## config.mk

```make
export PLATFORM = sky130hd
export DESIGN_NAME = ex_stage_pipe_flat
export DESIGN_NICKNAME = d
export VERILOG_FILES = /design/src/rtl/ex_stage_pipe_if.sv /design/src/rtl/ex_stage_pipe.sv /design/src/flat_wrapper.sv
export SDC_FILE = /design/constraint.sdc
export NUM_CORES = 1
export LEC_CHECK = 0
export CORE_MARGIN = 2
export CORE_UTILIZATION = 45
export CTS_BUF_LIST = sky130_fd_sc_hd__clkbuf_8
export DETAILED_ROUTE_END_ITERATION = 10
export PLACE_DENSITY = 0.8
export SLEW_MARGIN = 25
export SYNTH_ARGS = -nofsm -noshare
export SYNTH_HDL_FRONTEND = slang
export SYNTH_SLANG_ARGS = --single-unit
```

## constraint.sdc

```tcl
create_clock -name clk -period 2.3 [get_ports clk]
set_input_delay 0.345 -clock clk [delete_from_list [all_inputs] [get_ports clk]]
set_output_delay 0.345 -clock clk [all_outputs]
set_load 0.03 [all_outputs]
```

## src/rtl/ex_stage_pipe_if.sv

```systemverilog
`default_nettype none
// ============================================================================
// Module   : ex_stage_pipe_if
// Purpose  : Decode-side and writeback-side handshake bundle for ex_stage_pipe.
// Revision : 1.0  initial release
// ============================================================================
interface ex_stage_pipe_if #(
    parameter int DATA_W = 16,
    parameter int PC_W   = 16
);
    logic              in_valid;
    logic              in_ready;
    logic [1:0]        first_ld;
    logic              special_enc;
    logic [2:0]        alu_oc;
    logic [3:0]        b_cond;
    logic [DATA_W-1:0] op1;
    logic [DATA_W-1:0] op2;
    logic [DATA_W-1:0] imm;
    logic [PC_W-1:0]   offset;
    logic [PC_W-1:0]   pc;
    logic [3:0]        flags_in;
    logic              out_valid;
    logic              out_ready;
    logic [DATA_W-1:0] result;
    logic [3:0]        flags_out;
    logic              flags_we;
    logic              br_taken;
    logic [PC_W-1:0]   br_target;

    modport master (
        output in_valid, first_ld, special_enc, alu_oc, b_cond,
               op1, op2, imm, offset, pc, flags_in, out_ready,
        input  in_ready, out_valid, result, flags_out, flags_we,
               br_taken, br_target
    );

    modport slave (
        input  in_valid, first_ld, special_enc, alu_oc, b_cond,
               op1, op2, imm, offset, pc, flags_in, out_ready,
        output in_ready, out_valid, result, flags_out, flags_we,
               br_taken, br_target
    );
endinterface
`default_nettype wire

```

## src/rtl/ex_stage_pipe.sv

```systemverilog
`default_nettype none
// ============================================================================
// Module   : ex_stage_pipe
// Purpose  : Handshaked execute stage: ALU, move/shift and branch resolution
//            with registered outputs. Define EX_BARREL_SHIFT_EN for 1-cycle
//            shifts; otherwise LSL/LSR iterate one bit per cycle.
// Revision : 1.0  initial release
// ============================================================================
module ex_stage_pipe #(
    parameter int DATA_W = 16,
    parameter int PC_W   = 16
) (
    input  logic           clk,
    input  logic           rst,
    ex_stage_pipe_if.slave bus
);
    localparam int SHAMT_W = $clog2(DATA_W);
    localparam logic [SHAMT_W:0]  c_amt_limit = (SHAMT_W+1)'(DATA_W);
    localparam logic [SHAMT_W:0]  c_cnt_one   = (SHAMT_W+1)'(1);
    localparam logic [DATA_W-1:0] c_bit_one   = DATA_W'(1);

    typedef enum logic [0:0] {
        ST_IDLE  = 1'b0,
        ST_SHIFT = 1'b1
    } state_t;

    state_t             r_state;
    state_t             w_state_next;
    logic               r_out_valid;
    logic [DATA_W-1:0]  r_result;
    logic [3:0]         r_flags;
    logic               r_flags_we;
    logic               r_br_taken;
    logic [PC_W-1:0]    r_br_target;
    logic [DATA_W-1:0]  r_shift_val;
    logic               r_shift_left;
    logic [SHAMT_W:0]   r_shift_cnt;

    logic               w_in_ready;
    logic               w_accept;
    logic               w_start_shift;
    logic               w_shift_done;
    logic [DATA_W-1:0]  w_shift_step;
    logic [DATA_W-1:0]  w_b;
    logic [DATA_W:0]    w_sum;
    logic [DATA_W:0]    w_diff;
    logic [SHAMT_W:0]   w_amount;
    logic [DATA_W-1:0]  w_mask;
    logic [PC_W-1:0]    w_op1_pc;
    logic               w_cond;
    logic               w_c;
    logic               w_v;
    logic [DATA_W-1:0]  w_result;
    logic [3:0]         w_flags;
    logic               w_flags_we;
    logic               w_br_taken;
    logic [PC_W-1:0]    w_br_target;

    assign w_in_ready = (r_state == ST_IDLE) && (!r_out_valid || bus.out_ready);
    assign w_accept   = bus.in_valid && w_in_ready;

    assign w_b      = bus.first_ld[0] ? bus.op2 : bus.imm;
    assign w_sum    = {1'b0, bus.op1} + {1'b0, w_b};
    assign w_diff   = {1'b0, bus.op1} - {1'b0, w_b};
    assign w_amount = bus.imm[SHAMT_W:0];
    assign w_mask   = c_bit_one << bus.imm[SHAMT_W-1:0];
    assign w_shift_step = r_shift_left ? (r_shift_val << 1) : (r_shift_val >> 1);

    generate
        if (PC_W > DATA_W) begin : g_op1_pc_zext
            assign w_op1_pc = {{(PC_W-DATA_W){1'b0}}, bus.op1};
        end else begin : g_op1_pc_trunc
            assign w_op1_pc = bus.op1[PC_W-1:0];
        end
    endgenerate

    // flags_in is {N,Z,C,V}
    always_comb begin
        w_cond = 1'b0;
        case (bus.b_cond)
            4'd0:    w_cond =  bus.flags_in[2];
            4'd1:    w_cond = !bus.flags_in[2];
            4'd2:    w_cond =  bus.flags_in[1];
            4'd3:    w_cond = !bus.flags_in[1];
            4'd4:    w_cond =  bus.flags_in[3];
            4'd5:    w_cond = !bus.flags_in[3];
            4'd6:    w_cond =  bus.flags_in[0];
            4'd7:    w_cond = !bus.flags_in[0];
            4'd8:    w_cond =  bus.flags_in[1] && !bus.flags_in[2];
            4'd9:    w_cond = !bus.flags_in[1] ||  bus.flags_in[2];
            4'd10:   w_cond = (bus.flags_in[3] == bus.flags_in[0]);
            4'd11:   w_cond = (bus.flags_in[3] != bus.flags_in[0]);
            4'd12:   w_cond = !bus.flags_in[2] && (bus.flags_in[3] == bus.flags_in[0]);
            4'd13:   w_cond =  bus.flags_in[2] || (bus.flags_in[3] != bus.flags_in[0]);
            4'd14:   w_cond = 1'b1;
            default: w_cond = 1'b0;
        endcase
    end

    always_comb begin
        w_result      = '0;
        w_flags       = '0;
        w_flags_we    = 1'b0;
        w_br_taken    = 1'b0;
        w_br_target   = '0;
        w_start_shift = 1'b0;
        w_c           = bus.flags_in[1];
        w_v           = bus.flags_in[0];
        if (bus.special_enc) begin
            w_flags_we = 1'b1;
            case (bus.alu_oc)
                3'b001: begin
                    w_result = w_sum[DATA_W-1:0];
                    w_c      = w_sum[DATA_W];
                    w_v      = (bus.op1[DATA_W-1] == w_b[DATA_W-1]) &&
                               (w_sum[DATA_W-1] != bus.op1[DATA_W-1]);
                end
                3'b010: begin
                    w_result = w_diff[DATA_W-1:0];
                    w_c      = !w_diff[DATA_W];
                    w_v      = (bus.op1[DATA_W-1] != w_b[DATA_W-1]) &&
                               (w_diff[DATA_W-1] != bus.op1[DATA_W-1]);
                end
                3'b011:  w_result = bus.op1 & w_b;
                3'b100:  w_result = bus.op1 | w_b;
                3'b101:  w_result = bus.op1 ^ w_b;
                3'b110:  w_result = ~bus.op1;
                default: w_flags_we = 1'b0;
            endcase
            if (w_flags_we) begin
                w_flags = {w_result[DATA_W-1], (w_result == '0), w_c, w_v};
            end
        end else if (bus.first_ld == 2'b00) begin
            case (bus.alu_oc)
                3'b000: w_result = bus.imm;
                3'b001: w_result = {bus.imm[DATA_W/2-1:0], bus.op1[DATA_W/2-1:0]};
                3'b010: w_result = bus.op1 & ~w_mask;
                3'b011: w_result = bus.op1 | w_mask;
                3'b100, 3'b101: begin
`ifdef EX_BARREL_SHIFT_EN
                    if (w_amount >= c_amt_limit) begin
                        w_result = '0;
                    end else if (bus.alu_oc[0]) begin
                        w_result = bus.op1 >> w_amount;
                    end else begin
                        w_result = bus.op1 << w_amount;
                    end
`else
                    // Zero and out-of-range amounts finish at accept; the rest iterate.
                    if (w_amount >= c_amt_limit) begin
                        w_result = '0;
                    end else if (w_amount == '0) begin
                        w_result = bus.op1;
                    end else begin
                        w_start_shift = 1'b1;
                    end
`endif
                end
                default: w_result = '0;
            endcase
        end else begin
            case (bus.alu_oc)
                3'b000: begin
                    w_br_taken  = 1'b1;
                    w_br_target = bus.pc + bus.offset;
                end
                3'b001: begin
                    w_br_taken  = w_cond;
                    w_br_target = bus.pc + bus.offset;
                end
                3'b010: begin
                    w_br_taken  = 1'b1;
                    w_br_target = w_op1_pc;
                end
                default: w_br_taken = 1'b0;
            endcase
        end
    end

    always_comb begin
        w_state_next = r_state;
        w_shift_done = 1'b0;
        case (r_state)
            ST_IDLE: begin
                if (w_accept && w_start_shift) begin
                    w_state_next = ST_SHIFT;
                end
            end
            ST_SHIFT: begin
                if (r_shift_cnt == c_cnt_one) begin
                    w_shift_done = 1'b1;
                    w_state_next = ST_IDLE;
                end
            end
            default: w_state_next = ST_IDLE;
        endcase
    end

    always_ff @(posedge clk or posedge rst) begin
        if (rst) begin
            r_state <= ST_IDLE;
        end else begin
            r_state <= w_state_next;
        end
    end

    always_ff @(posedge clk or posedge rst) begin
        if (rst) begin
            r_shift_val  <= '0;
            r_shift_left <= 1'b0;
            r_shift_cnt  <= '0;
        end else if (w_accept && w_start_shift) begin
            r_shift_val  <= bus.op1;
            r_shift_left <= !bus.alu_oc[0];
            r_shift_cnt  <= w_amount;
        end else if (r_state == ST_SHIFT) begin
            r_shift_val  <= w_shift_step;
            r_shift_cnt  <= r_shift_cnt - c_cnt_one;
        end
    end

    // Output registers only move on a new result; otherwise they hold under backpressure.
    always_ff @(posedge clk or posedge rst) begin
        if (rst) begin
            r_out_valid <= 1'b0;
            r_result    <= '0;
            r_flags     <= '0;
            r_flags_we  <= 1'b0;
            r_br_taken  <= 1'b0;
            r_br_target <= '0;
        end else if (w_accept && !w_start_shift) begin
            r_out_valid <= 1'b1;
            r_result    <= w_result;
            r_flags     <= w_flags;
            r_flags_we  <= w_flags_we;
            r_br_taken  <= w_br_taken;
            r_br_target <= w_br_target;
        end else if (w_shift_done) begin
            r_out_valid <= 1'b1;
            r_result    <= w_shift_step;
            r_flags     <= '0;
            r_flags_we  <= 1'b0;
            r_br_taken  <= 1'b0;
            r_br_target <= '0;
        end else if (bus.out_ready) begin
            r_out_valid <= 1'b0;
        end
    end

    assign bus.in_ready  = w_in_ready;
    assign bus.out_valid = r_out_valid;
    assign bus.result    = r_result;
    assign bus.flags_out = r_flags;
    assign bus.flags_we  = r_flags_we && r_out_valid;
    assign bus.br_taken  = r_br_taken && r_out_valid;
    assign bus.br_target = r_br_target;
endmodule
`default_nettype wire

```

## src/flat_wrapper.sv

```systemverilog
// flat-port wrapper written by rule: the top's interface ports become plain ports
module ex_stage_pipe_flat 
#(
    parameter int DATA_W = 16,
    parameter int PC_W   = 16
)
  (clk, rst, bus_in_valid, bus_first_ld, bus_special_enc, bus_alu_oc, bus_b_cond, bus_op1, bus_op2, bus_imm, bus_offset, bus_pc, bus_flags_in, bus_out_ready, bus_in_ready, bus_out_valid, bus_result, bus_flags_out, bus_flags_we, bus_br_taken, bus_br_target);
  ex_stage_pipe_if #(.DATA_W(DATA_W), .PC_W(PC_W)) bus_i ();
  input  logic clk;
  input  logic rst;
  input wire logic [$bits(bus_i.in_valid)-1:0] bus_in_valid;
  input wire logic [$bits(bus_i.first_ld)-1:0] bus_first_ld;
  input wire logic [$bits(bus_i.special_enc)-1:0] bus_special_enc;
  input wire logic [$bits(bus_i.alu_oc)-1:0] bus_alu_oc;
  input wire logic [$bits(bus_i.b_cond)-1:0] bus_b_cond;
  input wire logic [$bits(bus_i.op1)-1:0] bus_op1;
  input wire logic [$bits(bus_i.op2)-1:0] bus_op2;
  input wire logic [$bits(bus_i.imm)-1:0] bus_imm;
  input wire logic [$bits(bus_i.offset)-1:0] bus_offset;
  input wire logic [$bits(bus_i.pc)-1:0] bus_pc;
  input wire logic [$bits(bus_i.flags_in)-1:0] bus_flags_in;
  input wire logic [$bits(bus_i.out_ready)-1:0] bus_out_ready;
  output wire logic [$bits(bus_i.in_ready)-1:0] bus_in_ready;
  output wire logic [$bits(bus_i.out_valid)-1:0] bus_out_valid;
  output wire logic [$bits(bus_i.result)-1:0] bus_result;
  output wire logic [$bits(bus_i.flags_out)-1:0] bus_flags_out;
  output wire logic [$bits(bus_i.flags_we)-1:0] bus_flags_we;
  output wire logic [$bits(bus_i.br_taken)-1:0] bus_br_taken;
  output wire logic [$bits(bus_i.br_target)-1:0] bus_br_target;
  assign bus_i.in_valid = bus_in_valid;
  assign bus_i.first_ld = bus_first_ld;
  assign bus_i.special_enc = bus_special_enc;
  assign bus_i.alu_oc = bus_alu_oc;
  assign bus_i.b_cond = bus_b_cond;
  assign bus_i.op1 = bus_op1;
  assign bus_i.op2 = bus_op2;
  assign bus_i.imm = bus_imm;
  assign bus_i.offset = bus_offset;
  assign bus_i.pc = bus_pc;
  assign bus_i.flags_in = bus_flags_in;
  assign bus_i.out_ready = bus_out_ready;
  assign bus_in_ready = bus_i.in_ready;
  assign bus_out_valid = bus_i.out_valid;
  assign bus_result = bus_i.result;
  assign bus_flags_out = bus_i.flags_out;
  assign bus_flags_we = bus_i.flags_we;
  assign bus_br_taken = bus_i.br_taken;
  assign bus_br_target = bus_i.br_target;
  ex_stage_pipe #(.DATA_W(DATA_W), .PC_W(PC_W)) u_core (.clk(clk), .rst(rst), .bus(bus_i));
endmodule
```

==> metrics.md <==
| Metric | Value |
|---|---|
| Commonest non-fill, non-tap cells in the layout | sky130_fd_sc_hd__buf_4 (308), sky130_fd_sc_hd__clkdlybuf4s50_1 (96), sky130_fd_sc_hd__nand2_1 (82) |
| Cell count of the worst reg-to-reg path | 11 |
| Clock transition at the registers of the reported paths | 80 ps |
| Netlist area before placement | 0.007891 sq mm |
| First-pass detailed-route iteration total | 6 |
| Final Skew | 12.76 ps |
| All-Layer GR Usage | 38.66% |
| Count of standard-cell rows | 48 |
| Number of I/O pins | 138 |
| Tightest Hold Check Type | in -> async |
| Vias in the first global route | 10,420 |
| Detailed-route DRC error count | 0 |
| Period Utilization, post-route | 146.3% |
| Most used DFF post-synth | sky130_fd_sc_hd__dfrtp_1 |
| Yosys warning total | 0 |
| Clock sinks | 62 |
| Starting utilization of the core area | 45.78% |
| Largest family of logic cells by synthesized area | compound AO/OA/AOI/OAI gates |
| GP Congestion | 1.049 |
| Skew-Pair Late Insertion Delay | 360 ps |
| Number of synthesized flops with an enable pin | 0 |
| Number of vias per cell after detailed routing | 6.517 |
| Fill cell instance count of the final layout | 1,064 |
| Post-cts hold buffer count | 0 |
| HPWL reported at the end of detailed placement | 26.13 mm |
| Deepest level of the CTS H-tree | 3 |
| Number of synthesized register bits | 62 |
| Vertical die dimension | 136.4 microns |
| Synthesized-area fraction occupied by ao, oa, aoi and oai cells | 31.31% |
| First-iteration detailed-routing DRC count | 1,412 |
| Setup repair after global routing missed its margin | yes |
| Nature of the critical path startpoint | input pin |
| Status | finished with violations |
| Maximum clock frequency | 297.2 MHz |
| Worst vdd ir | 0.6203 mV |
| Inserted Clock Buffers | 9 |
| Max_cap viols | 0 |
| First-pass GRT wire length | 55.34 mm |
| Wire length after detailed routing | 39.49 mm |
| Final worst setup slack | -1064 ps |
| Setup total negative slack | -9440 ps |
| Final std cell area, no fill | 0.01371 sq mm |
| Cell chain of the critical path | buf_12 > mux2i_2 > inv_1 > ha_2 > inv_2 > fa_2 > o21ai_2 > o221ai_2 > a2111oi_4 > buf_4 > nand4b_1 > nor4_2 > buf_4 > nand4_1 > nor4_2 > a22o_1 |
| Syn_nets | 1,170 |
| Worst-margin pin slew | 582.6 ps |
| Worst slew margin | 61.08% |
| Reg-to-Reg End | u_core.bus.flags_out[2] |
| Number of buffer cells added on primary ports | 137 |
| Post-Synth XOR/XNOR Area | 2.775% |
| Simple-gate portion of the synthesized area | 20.07% |
| Share of flip-flops with an asynchronous set or reset after synthesis | 100.0% |
| Mean Syn Cell Area | 7.955 sq um |
| Die footprint | 0.01861 sq mm |
| Core area | 0.01724 sq mm |
| Data required time of the critical path | 2590 ps |
| Hold Violations, Final | 0 |
| Register-to-register path setup slack | -430 ps |
| Vias | 10,850 |
| Post-place setup slack | -1870 ps |
| Capturing element type of the critical path | flop |
| Wire per inst | 23.72 microns |
| Leakage power total | 5.985 nW |
| Gate count after technology mapping | 992 |
| Layout overhead on the synthesized area | 73.79% |
| Overall power of the completed layout | 8.469 mW |
| Global route overflow | 0 |
| Final number of max-transition violations | 0 |
| Core occupancy in the finished layout | 79.57% |
| Antenna diode count | 0 |
| Number of buffers on the longest clock path | 2 |
| Failing checks | negative setup slack |
| Ratio of total power to cell area | 617.5 mW/mm^2 |
| Largest fanout on the critical path | 4 |
| Maximum number of pins on one net before global-route repair | 63 |
| Cell at the root of the clock tree | sky130_fd_sc_hd__clkbuf_8 |
| Post-route antenna net violation count | 0 |
| Count of cell types in the netlist | 96 |
| Final setup vio count | 18 |
| Delay of the slowest critical-path stage | 490 ps |
| Final net count | 1,613 |
| DIE WIDTH | 136.4 microns |
| CTS tree | built |
| Signal arrival time at the worst endpoint | 3660 ps |
| Number of antenna violations at the first check in global routing | 0 |
| Reg-to-reg critical path startpoint | u_core.bus.out_valid |
| Period minus WS final | 3364 ps |
| Part of the Yosys area used for sequential elements | 19.66% |
| Share of cells above drive strength 1 | 40.97% |
| Adder and majority gate portion of the synthesized area | 12.97% |
| Cell at the slowest stage of the critical path | sky130_fd_sc_hd__a2111oi_4 |
| Most common cell after layout, fill and taps aside | sky130_fd_sc_hd__buf_4 |
| Placed Instance Area | 0.01157 sq mm |
| Type of the worst setup path | in -> reg |
| Multiplexer area fraction after synthesis | 6.215% |
==> stage by stage <==
| stage | hold WS, ps | cells |
|---|---|---|
| after detailed placement | 467.8 | 1585 |
| after global placement | 462.2 | 1585 |
| after floorplan | 439.3 | 992 |
| after global routing | 391.8 | 1665 |
| final | 362.8 | 1665 |
| after CTS | 384.9 | 1644 |
==> worst max-delay path by stage <==
stage | start | end | slack (ps) | cells past startpoint
2_1_floorplan | bus_first_ld[0] | u_core.bus.flags_out[2] | -840 | 16
3_3_place_gp | bus_first_ld[0] | u_core.bus.flags_out[2] | -1700 | 15
3_5_place_dp | bus_first_ld[0] | u_core.bus.flags_out[2] | -1870 | 15
4_1_cts | bus_first_ld[0] | u_core.bus.flags_out[2] | -740 | 16
5_1_grt | bus_first_ld[0] | u_core.bus.flags_out[2] | -1140 | 16
6_report | bus_first_ld[0] | u_core.bus.flags_out[2] | -1060 | 16
==> registers in the layout, indices dropped and copies added, names as in the netlist <==
signal	cells
u_core.r_shift_cnt	5
u_core.bus.flags_out	4
u_core.r_state	1
u_core.bus.out_valid	1
u_core.r_shift_left	1
u_core.r_shift_val	16
u_core.r_br_taken	1
u_core.r_flags_we	1
u_core.bus.result	16
u_core.bus.br_target	16
==> logic make-up (layout without fill, tap and decap cells) <==
| family | count (synthesis) | count (layout) |
|---|---|---|
| AOI/OAI and AO/OA | 358 | 358 |
| adders and majority gates | 80 | 80 |
| xor gates and xnor gates | 25 | 25 |
| and+or+nand+nor | 308 | 308 |
| DFF | 62 | 62 |
| buffers and inverters | 112 | 560 |
| muxes | 47 | 47 |
==> worst max-delay path: cells and delay by family <==
| family | cells | cell delay [ps] |
|---|---|---|
| fa+ha+maj | 2 | 630 |
| compound gates | 4 | 1100 |
| simple gates | 4 | 740 |
| mux | 1 | 240 |
| buf+inv | 5 | 610 |
==> layer usage <==
layer	vias up	share of wire, %	track usage (%)
met3	271	11	8.650
met4	0	8.2	23.21
li1	4584	-	-
met2	854	46	61.50
met1	5142	35	47.45
met5	-	0	3.056
==> report_power, final <==
part           switching (mW)  leakage [nW]  internal (mW)
Sequential              0.328         0.818           1.46
Combinational            2.80          5.03           2.55
Clock                   0.473         0.132          0.857
Total                    3.60          5.98           4.87
==> layout make-up <==
cell class,instances,area [sq um],share of cell area [%]
Clock buffer,10,137.6,1.004
Clock inverter,6,132.6,0.9671
Inverter,55,214.0,1.560
Multi-Input combinational cell,818,7113,51.87
Sequential cell,62,1551,11.31
Tap cell,225,281.5,2.053
Timing Repair Buffer,489,4284,31.24
==> cells in the mapped netlist (7+ instances only) <==
master | number | area [sq um]
sky130_fd_sc_hd__nor3b_1 | 11 | 82.58
sky130_fd_sc_hd__buf_6 | 9 | 101.4
sky130_fd_sc_hd__mux2i_1 | 31 | 310.3
sky130_fd_sc_hd__nand3_1 | 15 | 75.07
sky130_fd_sc_hd__mux2_2 | 15 | 168.9
sky130_fd_sc_hd__xnor2_1 | 17 | 148.9
sky130_fd_sc_hd__o21a_1 | 14 | 105.1
sky130_fd_sc_hd__xor2_1 | 8 | 70.07
sky130_fd_sc_hd__dfrtp_1 | 62 | 1551
sky130_fd_sc_hd__a22oi_1 | 35 | 262.8
sky130_fd_sc_hd__a21oi_1 | 77 | 385.4
sky130_fd_sc_hd__nor2_1 | 80 | 300.3
sky130_fd_sc_hd__a211oi_1 | 12 | 90.09
sky130_fd_sc_hd__nand2_1 | 86 | 322.8
sky130_fd_sc_hd__and2_1 | 8 | 50.05
sky130_fd_sc_hd__nand2b_1 | 15 | 93.84
sky130_fd_sc_hd__inv_1 | 53 | 198.9
sky130_fd_sc_hd__o21ai_1 | 9 | 45.04
sky130_fd_sc_hd__or3_1 | 10 | 62.56
sky130_fd_sc_hd__ha_1 | 77 | 963.4
sky130_fd_sc_hd__a221o_1 | 11 | 110.1
sky130_fd_sc_hd__nor2b_1 | 17 | 106.4
sky130_fd_sc_hd__nor3_1 | 19 | 95.09
sky130_fd_sc_hd__a21o_1 | 8 | 60.06
sky130_fd_sc_hd__clkbuf_1 | 26 | 97.59
sky130_fd_sc_hd__o31ai_1 | 7 | 52.55
sky130_fd_sc_hd__o21ai_0 | 61 | 305.3
sky130_fd_sc_hd__o22ai_1 | 12 | 75.07
sky130_fd_sc_hd__a31oi_1 | 17 | 106.4
sky130_fd_sc_hd__o211ai_1 | 13 | 97.59
sky130_fd_sc_hd__buf_2 | 10 | 50.05
sky130_fd_sc_hd__o221ai_1 | 11 | 96.34
==> what timing repair did <==
action | 4_1_cts | 5_1_grt
endpoints found under the setup margin | 50 | 31
gates cloned | 3 | 0
setup buffers | 42 | 23
pin swaps | 88 | 74
resized for setup | 205 | 122
No activity file was read; power rests on OpenSTA's default activity.
